<file path="config.mk">
export PLATFORM = sky130hd
export DESIGN_NAME = wb_arbiter
export DESIGN_NICKNAME = d
export VERILOG_FILES = /design/src/rtl/wb_pkg.sv /design/src/rtl/rr_arbiter.sv /design/src/rtl/wb_arbiter.sv
export SDC_FILE = /design/constraint.sdc
export NUM_CORES = 1
export LEC_CHECK = 0
export BUFFER_PORTS_ARGS = -buffer_cell sky130_fd_sc_hd__buf_2
export CAP_MARGIN = 20
export CELL_PAD_IN_SITES_DETAIL_PLACEMENT = 2
export CELL_PAD_IN_SITES_GLOBAL_PLACEMENT = 2
export CORE_ASPECT_RATIO = 1.4
export CORE_MARGIN = 2
export CORE_UTILIZATION = 27
export CTS_CLUSTER_SIZE = 16
export DETAILED_ROUTE_END_ITERATION = 7
export HOLD_SLACK_MARGIN = 0.05
export PLACE_DENSITY = 0.8
export REMOVE_ABC_BUFFERS = 1
export SLEW_MARGIN = 20
export SYNTH_ARGS = -nofsm -noshare
export SYNTH_HDL_FRONTEND = slang
export SYNTH_SLANG_ARGS = --single-unit
export TNS_END_PERCENT = 50
</file>
<file path="constraint.sdc">
create_clock -name clk_i -period 4.1 [get_ports clk_i]
set_clock_uncertainty 0.05 [all_clocks]
set_input_delay 0.205 -clock clk_i [delete_from_list [all_inputs] [get_ports clk_i]]
set_output_delay 0.205 -clock clk_i [all_outputs]
set_load 0.05 [all_outputs]
</file>
<file path="src/rtl/wb_pkg.sv">
// rtl/wb_pkg.sv - shared defaults and request payload type for the writeback arbiter
package wb_pkg;

    localparam int unsigned DefXlen     = 32;
    localparam int unsigned DefRegNum   = 32;
    localparam int unsigned DefRegWidth = $clog2(DefRegNum);
    localparam int unsigned DefNumSrc   = 3;

    typedef struct packed {
        logic [DefRegWidth-1:0] waddr;
        logic [DefXlen-1:0]     wdata;
    } wb_req_t;

endpackage

</file>
<file path="src/rtl/rr_arbiter.sv">
// rtl/rr_arbiter.sv - N-way round-robin arbiter; WB_ARB_FIXED_PRIO_EN selects fixed lowest-index priority
module rr_arbiter #(
    parameter  int unsigned N    = 3,
    localparam int unsigned IdxW = $clog2(N)
) (
    input  logic            clk_i,
    input  logic            rst_ni,
    input  logic [N-1:0]    req_i,
    output logic [N-1:0]    gnt_o,
    output logic [IdxW-1:0] gnt_idx_o
);

`ifdef WB_ARB_FIXED_PRIO_EN
    // Scan downward so the lowest requesting index is the last writer.
    always_comb begin
        gnt_o     = '0;
        gnt_idx_o = '0;
        for (int i = int'(N) - 1; i >= 0; i--) begin
            if (req_i[i]) begin
                gnt_o     = '0;
                gnt_o[i]  = 1'b1;
                gnt_idx_o = IdxW'(i);
            end
        end
    end
`else
    logic [IdxW-1:0] r_ptr;
    logic [IdxW-1:0] w_j;
    logic            w_found;

    // Search upward from the pointer, wrapping modulo N.
    always_comb begin
        gnt_o     = '0;
        gnt_idx_o = '0;
        w_found   = 1'b0;
        w_j       = '0;
        for (int i = 0; i < int'(N); i++) begin
            w_j = IdxW'((int'(r_ptr) + i) % int'(N));
            if (!w_found && req_i[w_j]) begin
                gnt_o[w_j] = 1'b1;
                gnt_idx_o  = w_j;
                w_found    = 1'b1;
            end
        end
    end

    always_ff @(posedge clk_i or negedge rst_ni) begin
        if (!rst_ni) begin
            r_ptr <= '0;
        end else if (|req_i) begin
            r_ptr <= (gnt_idx_o == IdxW'(N - 1)) ? '0 : gnt_idx_o + IdxW'(1);
        end
    end
`endif

endmodule

</file>
<file path="src/rtl/wb_arbiter.sv">
// rtl/wb_arbiter.sv - writeback arbiter into the register-file write port (WB_ARB_FIXED_PRIO_EN: fixed priority)
module wb_arbiter
    import wb_pkg::*;
#(
    parameter int unsigned XLEN     = DefXlen,
    parameter int unsigned RegNum   = DefRegNum,
    parameter int unsigned RegWidth = $clog2(RegNum),
    parameter int unsigned NumSrc   = DefNumSrc,
    parameter int unsigned CntWidth = 32
) (
    input  logic                             clk_i,
    input  logic                             rst_ni,
    input  logic [NumSrc-1:0]                src_valid_i,
    output logic [NumSrc-1:0]                src_ready_o,
    input  logic [NumSrc-1:0][RegWidth-1:0]  src_waddr_i,
    input  logic [NumSrc-1:0][XLEN-1:0]      src_wdata_i,
    output logic                             reg_wen_o,
    output logic [RegWidth-1:0]              reg_waddr_o,
    output logic [XLEN-1:0]                  reg_wdata_o,
    output logic [CntWidth-1:0]              wb_cnt_o
);

    localparam int unsigned IdxW = $clog2(NumSrc);

    typedef struct packed {
        logic [RegWidth-1:0] waddr;
        logic [XLEN-1:0]     wdata;
    } req_t;

    logic [NumSrc-1:0]   w_req;
    logic [NumSrc-1:0]   w_gnt;
    logic [IdxW-1:0]     w_idx;
    logic                w_any;
    logic                w_commit;
    req_t                w_sel;

    logic                r_wen;
    logic [RegWidth-1:0] r_waddr;
    logic [XLEN-1:0]     r_wdata;
    logic [CntWidth-1:0] r_cnt;

    // No source may see ready while the write stage is held in reset.
    assign w_req = rst_ni ? src_valid_i : '0;

    rr_arbiter #(
        .N (NumSrc)
    ) u_rr_arbiter (
        .clk_i     (clk_i),
        .rst_ni    (rst_ni),
        .req_i     (w_req),
        .gnt_o     (w_gnt),
        .gnt_idx_o (w_idx)
    );

    assign src_ready_o = w_gnt;
    assign w_any       = |w_req;
    assign w_sel       = '{waddr: src_waddr_i[w_idx], wdata: src_wdata_i[w_idx]};
    // x0 requests are accepted but never reach the register file.
    assign w_commit    = w_any && (w_sel.waddr != '0);

    always_ff @(posedge clk_i or negedge rst_ni) begin
        if (!rst_ni) begin
            r_wen   <= 1'b0;
            r_waddr <= '0;
            r_wdata <= '0;
            r_cnt   <= '0;
        end else begin
            r_wen <= w_commit;
            if (w_any) begin
                r_waddr <= w_sel.waddr;
                r_wdata <= w_sel.wdata;
            end
            if (w_commit) begin
                r_cnt <= r_cnt + CntWidth'(1);
            end
        end
    end

    assign reg_wen_o   = r_wen;
    assign reg_waddr_o = r_waddr;
    assign reg_wdata_o = r_wdata;
    assign wb_cnt_o    = r_cnt;

endmodule

</file>
Yosys cells after proc, flatten, opt, wreduce, memory -nomap -nowiden
Index checks and enable logic that the tools add are counted.
{ "word_totals": {"ff_bits": 72, "in_bits": 116, "out_inout_bits": 73, "wordCells": 58} }
{ "op_classes": {"n_addsub": 4, "n_div": 3, "n_lt_le_gt_ge": 7, "n_eq_ne": 1, "muxes": 26, "bitwise": 2, "reduce_logical": 10} }
{ "ops": {"columns": ["operator", "count"], "rows": [
  ["binary-select mux 32 bit (select 2 bit)", 1],
  ["modulo 32 x 3 -> 32 bit, second input constant", 2],
  ["adder 32 x 1 -> 32 bit, second input constant", 1],
  ["modulo 3 x 3 -> 32 bit, second input constant", 1],
  ["2-to-1 mux 32 bit", 1],
  ["less-than comparator 2 x 3 -> 1 bit, second input constant", 4],
  ["2-to-1 mux 3 bit", 4],
  ["binary-select mux 5 bit (select 2 bit)", 1],
  ["2-to-1 mux 1 bit", 8],
  ["2-to-1 mux 2 bit", 4],
  ["binary-select mux 1 bit (select 2 bit)", 3],
  ["demux 1 bit (select 2 bit)", 3],
  ["greater-or-equal comparator 2 x 1 -> 1 bit, second input constant", 3],
  ["logical AND 1 bit", 6],
  ["OR 3 bit", 2],
  ["2-to-1 mux 5 bit", 1],
  ["nonzero test 5 bit", 1],
  ["adder 2 x 1 -> 3 bit, second input constant", 1],
  ["adder 2 x 2 -> 3 bit, second input constant", 1],
  ["OR reduction 3 bit", 1],
  ["adder 2 x 1 -> 2 bit, second input constant", 1],
  ["== test 2 bit, second input constant", 1],
  ["zero test 1 bit", 2]
]} }

Logic depth before layout (Yosys ltp)
Gate-level depths: netlist of the first run.
{ "depth": {"depth_word": 14, "depth_mapped": 15} }

Cells and area by module
From an unflattened synthesis of the first run, not the netlist that was laid out.
{ "hier_totals": {"cells_unflattened": 451, "area_unflattened_um2": 4226.6} }
{ "by_module_without_submodules": {"columns": ["mod", "n_inst", "cells_per_inst", "area_per_inst_um2", "seq_area_each_um2"], "rows": [
  ["wb_arbiter", 1, 404, 3829.9, 1751.7],
  ["rr_arbiter", 1, 47, 396.6, 50.0]
]} }

Worst setup path before layout of the first run
OpenSTA, ideal clock, no wires.
{ "synth_timing": {"path_type": "flip-flop to flip-flop", "startpoint": "reg u_rr_arbiter.r_ptr[0]", "endpoint": "reg r_cnt[25], in the netlist wb_cnt_o[25]", "arrival_ns": 2.871, "setup_slack_ns": 1.035, "path_stages_with_launch": 16, "path_buffers": 4, "period_less_slack_ns": 3.065, "path_cell_list": "dfrtp_1 > inv_1 > ha_1 > buf_2 > mux2i_1 > nor2_2 > a2111oi_2 > nand2b_1 > buf_2 > a31oi_1 > o2bb2ai_1 > and4_4 > buf_6 > buf_6 > and4bb_1 > xor2_1"} }
{ "synth_via": {"elab_chain_len": 14, "word_cells_on_any_way": 24} }
{ "synth_lines": {"columns": ["item", "line", "text"], "rows": [
  ["start, declared", "rr_arbiter.sv:27", "logic [IdxW-1:0] r_ptr;"],
  ["start signal, assigned", "rr_arbiter.sv:51", "r_ptr <= (gnt_idx_o == IdxW'(N - 1)) ? '0 : gnt_idx_o + IdxW'(1);"],
  ["parallel branches: the longest is 9 deep, another holds modulo 32 x 3 -> 32 bit", null, null],
  ["2-to-1 mux 2 bit *", "rr_arbiter.sv:39", "if (!w_found && req_i[w_j]) begin"],
  ["binary-select mux 5 bit (select 2 bit) *", "wb_arbiter.sv:57", "assign w_sel = '{waddr: src_waddr_i[w_idx], wdata: src_wdata_i[w_idx]};"],
  ["2-to-1 mux 5 bit (not written as such) *", "wb_arbiter.sv:57", null],
  ["nonzero test 5 bit *", "wb_arbiter.sv:59", "assign w_commit = w_any && (w_sel.waddr != '0);"],
  ["logical AND 1 bit *", "wb_arbiter.sv:59", null],
  ["end signal, assigned", "wb_arbiter.sv:74", "r_cnt <= r_cnt + CntWidth'(1);"],
  ["end, declared", "wb_arbiter.sv:40", "logic [CntWidth-1:0] r_cnt;"]
]} }
Every way passes the cells marked *. The select of a mux whose other input is x is not followed.
A chain may end at the register's enable or synchronous reset.

Worst setup path after layout of the first run
{ "layout_timing": {"startpoint": "reg u_rr_arbiter.r_ptr[0]", "endpoint": "reg r_cnt[1], in the netlist wb_cnt_o[1]"} }
{ "layout_via": {"elab_chain_len": 14, "word_cells_on_any_way": 24} }
{ "layout_lines": {"columns": ["item", "line", "text"], "rows": [
  ["parallel branches: the longest is 9 deep, another holds modulo 32 x 3 -> 32 bit", null, null],
  ["2-to-1 mux 2 bit *", "rr_arbiter.sv:39", null],
  ["binary-select mux 5 bit (select 2 bit) *", "wb_arbiter.sv:57", null],
  ["2-to-1 mux 5 bit (not written as such) *", "wb_arbiter.sv:57", null],
  ["nonzero test 5 bit *", "wb_arbiter.sv:59", null],
  ["logical AND 1 bit *", "wb_arbiter.sv:59", null],
  ["via w_commit", "wb_arbiter.sv:34", "logic w_commit;"]
]} }
Mark *: on every way through the listed nets, which the timed path passes. The select of a mux whose other input is x is not followed.

==> metrics.cfg, run 1 <==
[cts]
cts-root-to-sink-buffers=2
clock_latency_ns=0.34
cts.sinks=72
tritoncts=yes
numCtsBuffers=9
cts_max_level=3
post-cts-setup-buffer-count=0
library_cell_used_as_clock_root_buffer=clkbuf_16
clk_pin_slew_ns=0.06

[layout]
final_nets=714
fill_cells=1694
area.growth.synth_to_final_pct=33.6
final_layout_size_suffix_gt1_share_pct=38.0
finish.cell_count_without_fillers=791
layout.area.seq_mm2=0.00180
finalCoreUtilization_pct=36.9
area_occupied_by_multi_input_gates_mm2=0.00221

[worst_setup_path]
maximum_fanout_along_the_worst_path=31
startpoint_of_the_worst_setup_timing_path=u_rr_arbiter.r_ptr[0]$_DFFE_PN0P_
cp-start-kind=register
worstReg2RegStart=u_rr_arbiter.r_ptr[0]$_DFFE_PN0P_
setup.worst_path.end_class=register
arrival_ns=3.83
worstSetupPathType=register to register
worst-endpoint-required_ns=4.27

[floorplanning]
chipWidth_um=109
floorplan.initialDensity_pct=27.6
fp-row-count=53
io_pins=189
coreArea_mm2=0.0151
die-area_mm2=0.0164
die_h_um=151

[power]
pwr_density_cell_mw_per_mm2=751
leakagePower_nw=3.11
peakVddDrop_uv=365

[placement]
dp_hpwl_um=10700
place.detailed.instances=773
final_replace_weighted_congestion=0.856
place_ws_ns=0.465
port_buffers=188

[route]
routed-via-count=3965
first_pass_detailed_route_iteration_total=5
wl_per_cell_um=17.4
drt.antenna.violating_nets=0
routed_wl_um=13700
drc=0
drt-initial-drc-count=84
drt-vias-per-instance=5.01

[logic_synthesis]
seq_area_frac_synth_pct=43.3
syn-mean-instance-area_um2=9.96
synthFlopType=dfrtp_1
ys_async_sr_fraction_pct=100
edff_count_synth=0
synth_top_cell_area_share_pct=43.3
netlist_top_cells_area=dfrtp_1 43%, mux2i_1 8.7%, xor2_1 6.3%
synth.yosys.warnings=0
post-synth-top-area-cell=dfrtp_1
syn_inst=418
yosys.cell_types.count=53
syn-cell-area_mm2=0.00416
yosys_register_bits=72

[global_route]
grt_pass1_vias=4353
global_route.usage.total_pct=17.0
grt_remaining_overflow=0
antenna_found_initial=0
largest_net_degree_at_the_start_of_global_routing=83
grt_first_pass_wirelength_um=21900

[sta]
rsz_0062_raised_after_global_routing=no
finalMaxSlewViolations=0
period_share_pct=89.4
whs_ns=0.152
final-hold-violation-count=0
max_clock_freq_mhz=273
finalWorstPathRequiredPeriod_ns=3.66
timing.final.ws_setup_ns=0.435
report.final.setup_viol=0
relSlewSlack_pct=46.3
tightest_slew_ns=0.805

[worst_hold_path]
hold_start=src_waddr_i[13]
path_category_of_the_worst_min_delay_check=primary input to register

[status]
outcome=finished clean

[run]
max-cap-violations=0

[kinds of logic (layout without fill, tap and decap cells)]
logic type,count (synthesis),count (layout),share of synthesized area (%)
multiplexers,37,37,8.93
buffers and inverters,34,214,4.03
other,0,1,0
flip-flops,72,72,43.3
XOR/XNOR,31,31,6.52
AO/OA/AOI/OAI,98,98,17.6
AND/OR/NAND/NOR,141,141,18.1
adder cells (fa/ha/maj),5,5,1.50
[flip-flops by register name, indices dropped and copies added, names as in the netlist]
name                count
reg_waddr_o             5
reg_wdata_o            32
reg_wen_o               1
u_rr_arbiter.r_ptr      2
wb_cnt_o               32
[per-stage QoR]
step	power (W)	instance area, um^2	setup TNS, ns
floorplan	0.00279	4010	-115.30
global placement	0.00333	5240	0
detailed placement	0.00342	5240	0
CTS	0.00423	5560	0
global route	0.00444	5560	0
finish	0.00417	5560	0
[synthesized netlist by cell type (3+ instances only)]
| cell type | count |
|---|---|
| dfrtp_1 | 72 |
| nor2_1 | 42 |
| mux2i_1 | 36 |
| a211oi_1 | 32 |
| a21o_1 | 32 |
| xor2_1 | 30 |
| nand2_1 | 28 |
| nor3_1 | 18 |
| clkbuf_1 | 16 |
| nand3_1 | 11 |
| o21ai_0 | 10 |
| buf_2 | 8 |
| nand4_1 | 8 |
| nor3b_1 | 7 |
| a21oi_1 | 5 |
| ha_1 | 5 |
| and3_1 | 4 |
| a31oi_1 | 3 |
| buf_6 | 3 |
| inv_1 | 3 |
| nor4_2 | 3 |
| o2bb2ai_1 | 3 |
[what timing repair did]
action,4_1_cts,5_1_grt
resized for setup,0,0
hold buffers,1,0
hold endpoints to repair,27,0
[per-layer routing]
layer	global-route usage, %	vias to the layer above	wire, um
li1	-	1866	-
met1	18.2	1962	4970
met2	31.6	123	7610
met3	4.78	14	861
met4	5.83	0	286
met5	0	-	0
[report_power, final]
| group | switching, W | total (W) | internal, W | leakage, nW |
|---|---|---|---|---|
| combinational | 0.00161 | 0.00228 | 0.000677 | 2.04 |
| clock | 0.000322 | 0.000801 | 0.000478 | 0.152 |
| sequential | 0.000164 | 0.00109 | 0.000927 | 0.913 |
[cells in the final DEF (no fill, tap or decap), types with 8 or more instances in the layout]
cell type  count
o21ai_0       10
nand2_1       28
clkbuf_16      9
nor2_1        42
nand3_1       11
nand4_1        8
dfrtp_1       72
a21o_1        32
a211oi_1      32
mux2i_1       36
buf_2        187
nor3_1        18
xor2_1        30
[worst paths after layout]
| check | to | slack, ns | cells past startpoint |
|---|---|---|---|
| worst max-delay path | wb_cnt_o[1]$_DFFE_PN0P_ | 0.44 | 11 |
| worst min-delay path | reg_waddr_o[3]$_DFFE_PN0P_ | 0.15 | 3 |
| worst max register to register | wb_cnt_o[1]$_DFFE_PN0P_ | 0.44 | 11 |
| worst min register to register | wb_cnt_o[31]$_DFFE_PN0P_ | 0.42 | 1 |
| max in group asynchronous | wb_cnt_o[1]$_DFFE_PN0P_ | 2.65 | 3 |
| min in group asynchronous | u_rr_arbiter.r_ptr[1]$_DFFE_PN0P_ | 0.34 | 2 |
[worst max-delay path: stages (launching register included)]
cell and delay (ns):
dfrtp_1 0.41, inv_1 0.08, ha_1 0.45, mux2i_1 0.27
nor2_2 0.10, a2111oi_2 0.51, nand2b_1 0.28, a31oi_1 0.25
o2bb2ai_1 0.16, and4_4 0.52, nor2_1 0.14, mux2_2 0.31
[layout make-up]
class                   instances  area share (%)
clock inverters                 7            1.40
repair buffers                194            17.8
well taps                     192            4.32
diodes                          1          0.0450
clock buffers                   9            4.05
multi-input cells             312            39.7
inverters                       4           0.270
flip-flops and latches         72            32.4
Note: power is estimated with default switching activity, not from simulation.
==> run 2: changes to the inputs <==
Settings changed: CORE_UTILIZATION 27 to 25, PLACE_DENSITY 0.8 to 0.78.
Clock period 4.1 ns to 3.08 ns, I/O delays scaled along.
==> metrics.cfg, run 2 (synthesis results as in run 1) <==
[sta]
rsz_0062_raised_after_global_routing=yes
finalMaxSlewViolations=0
period_share_pct=105
finalWorstPathRequiredPeriod_ns=3.23
timing.final.ws_setup_ns=-0.149
max_clock_freq_mhz=310
tightest_slew_ns=0.885
report.final.setup_viol=36
relSlewSlack_pct=41.0
final-hold-violation-count=0

[global_route]
largest_net_degree_at_the_start_of_global_routing=83
grt_pass1_vias=4662
antenna_found_initial=1
grt_first_pass_wirelength_um=24200
global_route.usage.total_pct=17.4
grt_remaining_overflow=0

[run]
max-cap-violations=0

[layout]
area.growth.synth_to_final_pct=48.9
finish.cell_count_without_fillers=828
final_nets=745
post-route-cell-area_mm2=0.00620
final_common_cell=buf_2
fill_cells=1802
area_occupied_by_multi_input_gates_mm2=0.00248
layout.area.seq_mm2=0.00180
mostFrequentLayoutCells=187 x buf_2, 72 x dfrtp_1, 39 x nor2_1
final_layout_size_suffix_gt1_share_pct=45.2

[route]
first_pass_detailed_route_iteration_total=6
drt.antenna.violating_nets=0
drt-initial-drc-count=127
drc=18
wl_per_cell_um=19.0
routed_wl_um=15700
drt-vias-per-instance=4.97
routed-via-count=4117

[cts]
tritoncts=yes
clock_latency_ns=0.34
clk_pin_slew_ns=0.06
cts-root-to-sink-buffers=2
cts_max_level=3
library_cell_used_as_clock_root_buffer=clkbuf_16
numCtsBuffers=9
cts.sinks=72

[power]
p_int_w=0.00336
total_power_w=0.00639
switching_share_pct=47.4
p_seq_share_pct=23.0
power.share.combinational_pct=58.0
leakagePower_nw=3.31
peakVddDrop_uv=422
pwr_density_cell_mw_per_mm2=1030
power.clock.fraction_pct=19.0
p_sw_w=0.00303

[worst_hold_path]
path_category_of_the_worst_min_delay_check=primary input to register
hold_start=src_waddr_i[13]

[worst_setup_path]
startpoint_of_the_worst_setup_timing_path=u_rr_arbiter.r_ptr[1]$_DFFE_PN0P_
maximum_fanout_along_the_worst_path=6
slowest_delay_ns=0.43
timing.critical_path.slowest_stage_cell=dfrtp_1
crit_path_cell_trace=buf_6 > ha_1 > nand4b_1 > o31a_1 > a2111o_1 > buf_4 > o211ai_4 > a31oi_2 > o2bb2ai_2 > and4_4 > buf_12 > nor2_4 > mux2_4
setup.worst_path.end_class=register
worstSetupPathType=register to register
cp-start-kind=register
worst-endpoint-required_ns=3.26
worstReg2RegStart=u_rr_arbiter.r_ptr[1]$_DFFE_PN0P_
arrival_ns=3.41

[placement]
place.detailed.instances=797
dp_hpwl_um=11600
placed_area_mm2=0.00543
port_buffers=188
final_replace_weighted_congestion=0.848

[floorplanning]
die_h_um=157
chipWidth_um=113
coreArea_mm2=0.0162
io_pins=189
fp-row-count=55
floorplan.initialDensity_pct=25.6
die-area_mm2=0.0177

[status]
outcome=finished, violations left
violations=DRC, setup timing

-- run 2: final cells by class --
cell class / count / share of cell area [%]
clock buffer: 12 / 3.98
tap: 199 / 4.02
sequential: 72 / 29.1
inverter: 4 / 0.283
clock inverter: 3 / 1.45
timing repair buffer: 225 / 21.1
multi-input combinational: 312 / 40.1
antenna: 1 / 0.0404
-- run 2: final timing paths --
check	slack [ns]	cells after the start	to
max	-0.15	13	wb_cnt_o[1]$_DFFE_PN0P_
min	0.08	3	reg_waddr_o[3]$_DFFE_PN0P_
max reg2reg	-0.15	13	wb_cnt_o[1]$_DFFE_PN0P_
min reg2reg	0.42	1	reg_wdata_o[22]$_DFFE_PN0P_
max in group asynchronous	1.92	3	reg_wdata_o[15]$_DFFE_PN0P_
min in group asynchronous	0.44	3	u_rr_arbiter.r_ptr[0]$_DFFE_PN0P_
-- run 2: power by group through the flow --
stage               sequential (W)  combinational (W)  clock, W
finish                     0.00147            0.00371   0.00122
global route               0.00151            0.00395   0.00127
CTS                        0.00147            0.00346   0.00124
detailed placement         0.00147            0.00332         0
global placement           0.00145            0.00320         0
floorplan                  0.00240            0.00131         0
-- run 2: worst max-delay path: cells and delay by family, from the launching register on --
family | cells | cell delay [ns]
mux | 1 | 0.33
compound gates | 5 | 1.00
fa+ha+maj | 1 | 0.22
simple gates | 3 | 0.63
buf+inv | 3 | 0.44
flops | 1 | 0.43
-- run 2: what timing repair did --
action / CTS / global route
setup endpoints to repair: 48 / 64
resized for setup: 21 / 35
pin swaps: 15 / 16
setup buffers: 2 / 12
hold endpoints to repair: 72 / 0
hold buffers: 1 / 0
-- run 2: layer usage --
metal	up-vias	global-route usage, %	part of all wire, %
li1	1921	-	-
met1	2038	17.5	35
met2	137	33.3	57
met3	21	4.26	5.4
met4	0	8.25	2.5
met5	-	0	0
-- run 2: metrics by stage --
| step | util (%) | TNS, ns | hold WS [ns] | worst slack (ns) |
|---|---|---|---|---|
| floorplan | - | -185.07 | -0.192 | -3.51 |
| global placement | 33.4 | 0 | 0.221 | 0.0314 |
| detailed placement | 33.4 | -3.94 | 0.228 | -0.176 |
| CTS | 36.4 | -0.0589 | 0.0913 | -0.0310 |
| global route | 38.1 | -9.33 | 0.132 | -0.275 |
| finish | 38.2 | -2.04 | 0.0811 | -0.149 |
